[src/rtl/issue_stage_buffered_if.sv]
// Signal bundle of issue_stage_buffered: fetch->backend requests, backend->PLB replies and status.
// The stage itself connects through the slave modport; its environment uses master.
interface issue_stage_buffered_if #(
    parameter int REQ_DATA_WIDTH  = 32,
    parameter int RSP_DATA_WIDTH  = 32,
    parameter int MAX_OUTSTANDING = 4
);
    localparam int OUT_W = $clog2(MAX_OUTSTANDING + 1);

    logic                      flush_i;
    logic                      fetch_valid_i;
    logic                      fetch_ready_o;
    logic [REQ_DATA_WIDTH-1:0] fetch_data_i;
    logic                      be_req_valid_o;
    logic                      be_req_ready_i;
    logic [REQ_DATA_WIDTH-1:0] be_req_data_o;
    logic                      be_rsp_valid_i;
    logic                      be_rsp_ready_o;
    logic [RSP_DATA_WIDTH-1:0] be_rsp_data_i;
    logic                      plb_valid_o;
    logic                      plb_ready_i;
    logic [RSP_DATA_WIDTH-1:0] plb_data_o;
    logic [OUT_W-1:0]          outstanding_o;
    logic                      idle_o;
    logic [31:0]               stall_cnt_o;

    modport slave (
        input  flush_i, fetch_valid_i, fetch_data_i, be_req_ready_i,
               be_rsp_valid_i, be_rsp_data_i, plb_ready_i,
        output fetch_ready_o, be_req_valid_o, be_req_data_o, be_rsp_ready_o,
               plb_valid_o, plb_data_o, outstanding_o, idle_o, stall_cnt_o
    );

    modport master (
        output flush_i, fetch_valid_i, fetch_data_i, be_req_ready_i,
               be_rsp_valid_i, be_rsp_data_i, plb_ready_i,
        input  fetch_ready_o, be_req_valid_o, be_req_data_o, be_rsp_ready_o,
               plb_valid_o, plb_data_o, outstanding_o, idle_o, stall_cnt_o
    );
endinterface

[src/rtl/issue_stage_buffered.sv]
// Credit-limited issue stage: fetch->backend and backend->PLB paths, each an optional FIFO.
// Define ISSUE_STALL_CNT_EN to build the saturating fetch stall-cycle counter.

module issue_stage_buffered_fifo #(
    parameter int WIDTH = 32,
    parameter int DEPTH = 2
) (
    input  logic                       clk_i,
    input  logic                       rst_i,
    input  logic                       clear,
    input  logic                       push,
    input  logic                       pop,
    input  logic [WIDTH-1:0]           wdata,
    output logic [WIDTH-1:0]           head,
    output logic                       full,
    output logic [$clog2(DEPTH+1)-1:0] count
);
    localparam int PTR_W = (DEPTH > 1) ? $clog2(DEPTH) : 1;
    localparam int CNT_W = $clog2(DEPTH + 1);

    logic [WIDTH-1:0] mem [DEPTH];
    logic [PTR_W-1:0] wr_ptr;
    logic [PTR_W-1:0] rd_ptr;

    function automatic logic [PTR_W-1:0] ptr_next(input logic [PTR_W-1:0] p);
        return (p == PTR_W'(DEPTH - 1)) ? '0 : p + 1'b1;
    endfunction

    // NOTE: sequential state uses non-blocking assignments so every flop samples pre-edge values.
    always_ff @(posedge clk_i) begin
        if (rst_i || clear) begin
            wr_ptr <= '0;
            rd_ptr <= '0;
            count  <= '0;
        end else begin
            if (push) wr_ptr <= ptr_next(wr_ptr);
            if (pop)  rd_ptr <= ptr_next(rd_ptr);
            count <= count + CNT_W'(push) - CNT_W'(pop);
        end
    end

    // NOTE: storage is not reset; an entry is only read once written, and outputs are valid-gated.
    always_ff @(posedge clk_i) begin
        if (push) mem[wr_ptr] <= wdata;
    end

    assign head = mem[rd_ptr];
    assign full = (count == CNT_W'(DEPTH));
endmodule

module issue_stage_buffered #(
    parameter int REQ_DATA_WIDTH  = 32,
    parameter int RSP_DATA_WIDTH  = 32,
    parameter int REQ_DEPTH       = 2,
    parameter int RSP_DEPTH       = 2,
    parameter int MAX_OUTSTANDING = 4
) (
    input logic                   clk_i,
    input logic                   rst_i,
    issue_stage_buffered_if.slave bus
);
    localparam int               OUT_W   = $clog2(MAX_OUTSTANDING + 1);
    localparam logic [OUT_W-1:0] OUT_MAX = OUT_W'(MAX_OUTSTANDING);

    logic [OUT_W-1:0] outstanding;
    logic [OUT_W-1:0] flush_drop;
    logic             credit_ok;
    logic             fetch_hs;
    logic             plb_hs;
    logic             req_busy;
    logic             rsp_busy;

    assign credit_ok = (outstanding < OUT_MAX);
    assign fetch_hs  = bus.fetch_valid_i && bus.fetch_ready_o;
    assign plb_hs    = bus.plb_valid_o && bus.plb_ready_i;

    if (REQ_DEPTH == 0) begin : g_req_pass
        // Nothing is held on this path, so a flush only blocks it for one cycle.
        assign bus.fetch_ready_o  = bus.be_req_ready_i && credit_ok && !bus.flush_i;
        assign bus.be_req_valid_o = bus.fetch_valid_i && credit_ok && !bus.flush_i;
        assign bus.be_req_data_o  = bus.fetch_data_i;
        assign req_busy           = 1'b0;
        assign flush_drop         = '0;
    end else begin : g_req_fifo
        logic [REQ_DATA_WIDTH-1:0]      head;
        logic                           full;
        logic [$clog2(REQ_DEPTH+1)-1:0] count;

        issue_stage_buffered_fifo #(.WIDTH(REQ_DATA_WIDTH), .DEPTH(REQ_DEPTH)) u_fifo (
            .clk_i (clk_i),
            .rst_i (rst_i),
            .clear (bus.flush_i),
            .push  (fetch_hs),
            .pop   (bus.be_req_valid_o && bus.be_req_ready_i),
            .wdata (bus.fetch_data_i),
            .head  (head),
            .full  (full),
            .count (count)
        );

        assign bus.fetch_ready_o  = !full && credit_ok && !bus.flush_i;
        assign bus.be_req_valid_o = (count != '0) && !bus.flush_i;
        assign bus.be_req_data_o  = bus.be_req_valid_o ? head : '0;
        assign req_busy           = (count != '0);
        // Each buffered request holds one credit, so its occupancy always fits the counter.
        assign flush_drop         = bus.flush_i ? OUT_W'(count) : '0;
    end

    if (RSP_DEPTH == 0) begin : g_rsp_pass
        assign bus.be_rsp_ready_o = bus.plb_ready_i;
        assign bus.plb_valid_o    = bus.be_rsp_valid_i;
        assign bus.plb_data_o     = bus.be_rsp_data_i;
        assign rsp_busy           = 1'b0;
    end else begin : g_rsp_fifo
        logic [RSP_DATA_WIDTH-1:0]      head;
        logic                           full;
        logic [$clog2(RSP_DEPTH+1)-1:0] count;

        issue_stage_buffered_fifo #(.WIDTH(RSP_DATA_WIDTH), .DEPTH(RSP_DEPTH)) u_fifo (
            .clk_i (clk_i),
            .rst_i (rst_i),
            .clear (1'b0),
            .push  (bus.be_rsp_valid_i && bus.be_rsp_ready_o),
            .pop   (plb_hs),
            .wdata (bus.be_rsp_data_i),
            .head  (head),
            .full  (full),
            .count (count)
        );

        assign bus.be_rsp_ready_o = !full;
        assign bus.plb_valid_o    = (count != '0);
        assign bus.plb_data_o     = bus.plb_valid_o ? head : '0;
        assign rsp_busy           = (count != '0);
    end

    // A fetch accept and a flush never coincide, since flush_i forces fetch_ready_o low.
    always_ff @(posedge clk_i) begin
        if (rst_i) outstanding <= '0;
        else       outstanding <= outstanding + OUT_W'(fetch_hs) - OUT_W'(plb_hs) - flush_drop;
    end

    assign bus.outstanding_o = outstanding;
    assign bus.idle_o        = (outstanding == '0) && !req_busy && !rsp_busy;

`ifdef ISSUE_STALL_CNT_EN
    logic [31:0] stall_cnt;

    always_ff @(posedge clk_i) begin
        if (rst_i) begin
            stall_cnt <= '0;
        end else if (bus.fetch_valid_i && !bus.fetch_ready_o && (stall_cnt != '1)) begin
            stall_cnt <= stall_cnt + 32'd1;
        end
    end

    assign bus.stall_cnt_o = stall_cnt;
`else
    assign bus.stall_cnt_o = '0;
`endif

    a_no_underflow: assert property (@(posedge clk_i) disable iff (rst_i)
        plb_hs |-> (outstanding != '0));
    a_no_overflow: assert property (@(posedge clk_i) disable iff (rst_i)
        outstanding <= OUT_MAX);
endmodule
[src/flat_wrapper.sv]
// flat-port wrapper written by rule: the top's interface ports become plain ports
module issue_stage_buffered_flat 
#(
    parameter int REQ_DATA_WIDTH  = 32,
    parameter int RSP_DATA_WIDTH  = 32,
    parameter int REQ_DEPTH       = 2,
    parameter int RSP_DEPTH       = 2,
    parameter int MAX_OUTSTANDING = 4
)
  (clk_i, rst_i, bus_flush_i, bus_fetch_valid_i, bus_fetch_data_i, bus_be_req_ready_i, bus_be_rsp_valid_i, bus_be_rsp_data_i, bus_plb_ready_i, bus_fetch_ready_o, bus_be_req_valid_o, bus_be_req_data_o, bus_be_rsp_ready_o, bus_plb_valid_o, bus_plb_data_o, bus_outstanding_o, bus_idle_o, bus_stall_cnt_o);
  issue_stage_buffered_if #(.REQ_DATA_WIDTH(REQ_DATA_WIDTH), .RSP_DATA_WIDTH(RSP_DATA_WIDTH), .MAX_OUTSTANDING(MAX_OUTSTANDING)) bus_i ();
  input logic clk_i;
  input logic rst_i;
  input wire logic [$bits(bus_i.flush_i)-1:0] bus_flush_i;
  input wire logic [$bits(bus_i.fetch_valid_i)-1:0] bus_fetch_valid_i;
  input wire logic [$bits(bus_i.fetch_data_i)-1:0] bus_fetch_data_i;
  input wire logic [$bits(bus_i.be_req_ready_i)-1:0] bus_be_req_ready_i;
  input wire logic [$bits(bus_i.be_rsp_valid_i)-1:0] bus_be_rsp_valid_i;
  input wire logic [$bits(bus_i.be_rsp_data_i)-1:0] bus_be_rsp_data_i;
  input wire logic [$bits(bus_i.plb_ready_i)-1:0] bus_plb_ready_i;
  output wire logic [$bits(bus_i.fetch_ready_o)-1:0] bus_fetch_ready_o;
  output wire logic [$bits(bus_i.be_req_valid_o)-1:0] bus_be_req_valid_o;
  output wire logic [$bits(bus_i.be_req_data_o)-1:0] bus_be_req_data_o;
  output wire logic [$bits(bus_i.be_rsp_ready_o)-1:0] bus_be_rsp_ready_o;
  output wire logic [$bits(bus_i.plb_valid_o)-1:0] bus_plb_valid_o;
  output wire logic [$bits(bus_i.plb_data_o)-1:0] bus_plb_data_o;
  output wire logic [$bits(bus_i.outstanding_o)-1:0] bus_outstanding_o;
  output wire logic [$bits(bus_i.idle_o)-1:0] bus_idle_o;
  output wire logic [$bits(bus_i.stall_cnt_o)-1:0] bus_stall_cnt_o;
  assign bus_i.flush_i = bus_flush_i;
  assign bus_i.fetch_valid_i = bus_fetch_valid_i;
  assign bus_i.fetch_data_i = bus_fetch_data_i;
  assign bus_i.be_req_ready_i = bus_be_req_ready_i;
  assign bus_i.be_rsp_valid_i = bus_be_rsp_valid_i;
  assign bus_i.be_rsp_data_i = bus_be_rsp_data_i;
  assign bus_i.plb_ready_i = bus_plb_ready_i;
  assign bus_fetch_ready_o = bus_i.fetch_ready_o;
  assign bus_be_req_valid_o = bus_i.be_req_valid_o;
  assign bus_be_req_data_o = bus_i.be_req_data_o;
  assign bus_be_rsp_ready_o = bus_i.be_rsp_ready_o;
  assign bus_plb_valid_o = bus_i.plb_valid_o;
  assign bus_plb_data_o = bus_i.plb_data_o;
  assign bus_outstanding_o = bus_i.outstanding_o;
  assign bus_idle_o = bus_i.idle_o;
  assign bus_stall_cnt_o = bus_i.stall_cnt_o;
  issue_stage_buffered #(.REQ_DATA_WIDTH(REQ_DATA_WIDTH), .RSP_DATA_WIDTH(RSP_DATA_WIDTH), .REQ_DEPTH(REQ_DEPTH), .RSP_DEPTH(RSP_DEPTH), .MAX_OUTSTANDING(MAX_OUTSTANDING)) u_core (.clk_i(clk_i), .rst_i(rst_i), .bus(bus_i));
endmodule
[config.mk]
export PLATFORM = sky130hd
export DESIGN_NAME = issue_stage_buffered_flat
export DESIGN_NICKNAME = d
export VERILOG_FILES = /design/src/rtl/issue_stage_buffered_if.sv /design/src/rtl/issue_stage_buffered.sv /design/src/flat_wrapper.sv
export SDC_FILE = /design/constraint.sdc
export NUM_CORES = 1
export LEC_CHECK = 0
export ABC_AREA = 1
export BUFFER_PORTS_ARGS = -buffer_cell sky130_fd_sc_hd__buf_2
export CAP_MARGIN = 20
export CORE_UTILIZATION = 40
export CTS_CLUSTER_DIAMETER = 150
export DETAILED_ROUTE_END_ITERATION = 12
export GPL_TIMING_DRIVEN = 0
export REMOVE_ABC_BUFFERS = 1
export SLEW_MARGIN = 10
export SYNTH_ARGS = -nofsm -noshare
export SYNTH_HDL_FRONTEND = slang
export SYNTH_HIERARCHICAL = 1
export SYNTH_SLANG_ARGS = --single-unit
[constraint.sdc]
create_clock -name clk_i -period 7.3 [get_ports clk_i]
set_input_delay 1.095 -clock clk_i [delete_from_list [all_inputs] [get_ports clk_i]]
set_output_delay 1.095 -clock clk_i [all_outputs]
set_load 0.01 [all_outputs]
==> impl_metrics.env <==
export IMPL_most_common_layout_cells="buf_2 (142), edfxtp_1 (128), inv_1 (88)"
export IMPL_clock_fmax_mhz=324
export IMPL_most_common_library_cell_in_the_layout_ignoring_fill_and_taps="buf_2"
export IMPL_wirelength_um=11100
export IMPL_port_buffers=142
export IMPL_worst_hold_path_endpoint="u_core/g_req_fifo.u_fifo/rd_ptr"
export IMPL_h_tree_depth=4
export IMPL_grt_use_total=0.139
export IMPL_yosysUniqueCellTypes=22
export IMPL_timing_setup_critical_path_class="register to output port"
export IMPL_setup_crit_end_kind="output port"
export IMPL_post_cts_setup_buffers=0
export IMPL_worst_ep_arrival_time_ns=1.99
export IMPL_synth_seq_area_share=0.636
export IMPL_rows=46
export IMPL_fin_crit_ns=3.09
export IMPL_critical_path_required_ns=6.20
export IMPL_numCtsBuffers=17
export IMPL_hold_start="u_core/g_req_fifo.u_fifo/rd_ptr"
export IMPL_setup_violations_final=0
export IMPL_leakagePower_uw=0.00359
export IMPL_ordered_cell_list_for_the_critical_path="buf_16 -> mux2_2 -> inv_1 -> nor2_1 -> buf_2"
export IMPL_dp_final_hpwl_um=7630
export IMPL_timing_clock_skew_ns=0.00521
export IMPL_reg2reg_slack_ns=5.22
export IMPL_yosys_warnings=6
export IMPL_vias=3608
export IMPL_avgRoutedWirePerCell_um=13.1
export IMPL_die_height_um=129
export IMPL_tritoncts_clock_tree="done"
export IMPL_syn_mean_instance_area_um2=13.8
export IMPL_worstReg2RegEnd="u_core/bus.outstanding_o[2]"
export IMPL_num_nets_final=699
export IMPL_critical_path_slowest_cell="dfxtp_2"
export IMPL_drt_iter0_markers=163
export IMPL_design_die_area_mm2=0.0166
export IMPL_cts_path_max_buffers=2
export IMPL_clock_latency_ns=0.42
export IMPL_worst_pin_slew_ns=0.756
export IMPL_critical_path_max_stage_delay_ns=0.73
export IMPL_number_of_register_bits_inferred_by_synthesis=141
export IMPL_gp_routability_congestion=0.688
export IMPL_placed_cells_incl_taps=817
export IMPL_boundaryPins=175
export IMPL_initial_utilization=0.408
export IMPL_hold_worst_slack_ns=0.524
export IMPL_layout_drive_gt1_share=0.392
export IMPL_area_after_dpl_mm2=0.00722
export IMPL_post_cts_hold_buffer_count=0
export IMPL_rr_worst_depth=7
export IMPL_grt_first_pass_wirelength_um=17200
export IMPL_dominant_delay_contributor_by_cell_family_on_the_critical_path="flip-flops"
export IMPL_preCtsSetupSlack_ns=4.25
export IMPL_maximum_fanout_count_along_the_critical_path=17
export IMPL_timing_final_ws_setup_ns=4.21
export IMPL_post_route_drc_count=0
export IMPL_first_global_vias=3632
export IMPL_power_density_mw_per_mm2=257
export IMPL_grt_antenna_before_repair=0
export IMPL_peakVddDrop_uv=145
export IMPL_status="completed"
export IMPL_final_hold_violation_count=0
export IMPL_finish_instance_area_mm2=0.00783
export IMPL_detail_route_vias_per_cell=4.25
export IMPL_netlist_area_mm2=0.00645
export IMPL_hold_depth=2
export IMPL_stdcell_count=849
export IMPL_cts_root_buf="clkbuf_16"
export IMPL_r2r_start="u_core/g_rsp_fifo.u_fifo/count[0]"
export IMPL_clk_pin_slew_ns=0.05
export IMPL_core_region_area_mm2=0.0158
export IMPL_ant_nets=0
export IMPL_worstSetupStartpointType="register"
export IMPL_setup_total_negative_slack_ns=0
export IMPL_global_route_overflow_total=0
export IMPL_finalCritPeriodShare=0.423
export IMPL_drt_pre_antenna_iters=4
export IMPL_min_path_type="register to register"
export IMPL_timing_critical_path_buf_inv=3
export IMPL_slew_headroom=0.495
export IMPL_grt_start_max_net_pins=35
export IMPL_max_cap_violations=0
export IMPL_grt_setup_unrepaired="false"
export IMPL_numClockSinks=141
export IMPL_post_synth_inst_count=469
export IMPL_timing_max_transition_violations_final=0
export IMPL_dieWidth_um=129
export IMPL_cts_repair_resized=0
export IMPL_area_growth_synth_to_final_pct=21.3
## state kept, by name, indices dropped and copies added (netlist names), named ones only
name                             count
u_core/bus.outstanding_o             3
u_core/g_req_fifo.u_fifo/count       2
u_core/g_req_fifo.u_fifo/mem        64
u_core/g_req_fifo.u_fifo/rd_ptr      1
u_core/g_req_fifo.u_fifo/wr_ptr      1
u_core/g_rsp_fifo.u_fifo/count       2
u_core/g_rsp_fifo.u_fifo/mem        64
u_core/g_rsp_fifo.u_fifo/rd_ptr      1
u_core/g_rsp_fifo.u_fifo/wr_ptr      1
## worst max path at each step
stage           startpoint                             endpoint  depth (start not counted)
2_1_floorplan  bus_flush_i   u_core/g_req_fifo.u_fifo/mem[0][0]                          4
3_3_place_gp   bus_flush_i  u_core/g_req_fifo.u_fifo/mem[0][28]                          5
3_5_place_dp   bus_flush_i                bus_be_req_data_o[25]                          5
4_1_cts           register                bus_be_req_data_o[24]                          5
5_1_grt           register                bus_be_req_data_o[24]                          5
6_report          register                bus_be_req_data_o[24]                          5
## Yosys cell counts
cell type | number | area share
inv_1 | 90 | 0.052
nand3_1 | 3 | 0.0023
buf_4 | 32 | 0.037
buf_12 | 6 | 0.019
and2_1 | 1 | 0.00097
nand2_1 | 16 | 0.0093
edfxtp_1 | 128 | 0.60
dfxtp_1 | 13 | 0.040
nand2_4 | 1 | 0.0017
ha_1 | 6 | 0.012
buf_6 | 8 | 0.014
or2_4 | 2 | 0.0027
a21oi_1 | 3 | 0.0023
conb_1 | 1 | 0.00058
xnor2_1 | 2 | 0.0027
mux2_4 | 60 | 0.14
clkinv_2 | 1 | 0.00078
nand3b_1 | 1 | 0.0012
fa_1 | 2 | 0.0062
mux2_2 | 4 | 0.0070
nor3_1 | 4 | 0.0031
nor2_1 | 85 | 0.049
## worst reg2reg max path, cell delays in order (launching register included)
cell      delay [ns]
dfxtp_1         0.35
or2_4           0.16
nand2_1         0.09
fa_1            0.41
fa_1            0.45
ha_1            0.24
nand3b_1        0.18
a21oi_1         0.13
## metrics by stage
stage	power [µW]	utilization
3_5_place_dp	1150	0.456
3_3_place_gp	1140	0.449
6_report	2010	0.495
4_1_cts	2040	0.494
2_1_floorplan	1070	-
5_1_grt	2100	0.494
## cells by family after synthesis
family | Yosys count | share of synthesized area
flip-flops | 141 | 0.636
buffers and inverters | 137 | 0.123
AND/OR/NAND/NOR | 113 | 0.0708
multiplexers | 64 | 0.147
adder cells (fa/ha/maj) | 8 | 0.0178
AO/OA/AOI/OAI | 3 | 0.00233
XOR/XNOR | 2 | 0.00272
other | 1 | 0.000581
## where the power goes
part	total, µW	switching [µW]	internal [µW]
sequential	937	14.0	923
combinational	197	107	90.6
clock	880	315	565
total	2010	436	1580
## area by class of cell
cell class	instances	area, µm²
fill	1399	8000
sequential	141	4110
multi-input combinational	223	1690
timing repair buffer	146	813
clock buffer	18	429
inverter	91	343
tap	216	270
clock inverter	13	174
antenna	1	2.50
## layer usage
metal  GRT usage  vias up  share of wire
met4      0.0623        0          0.018
met3      0.0611       16          0.092
met2       0.231      148           0.48
li1            -     1771              -
met5           0        -              0
met1       0.154     1673           0.42
(Power assumes the default switching activity.)
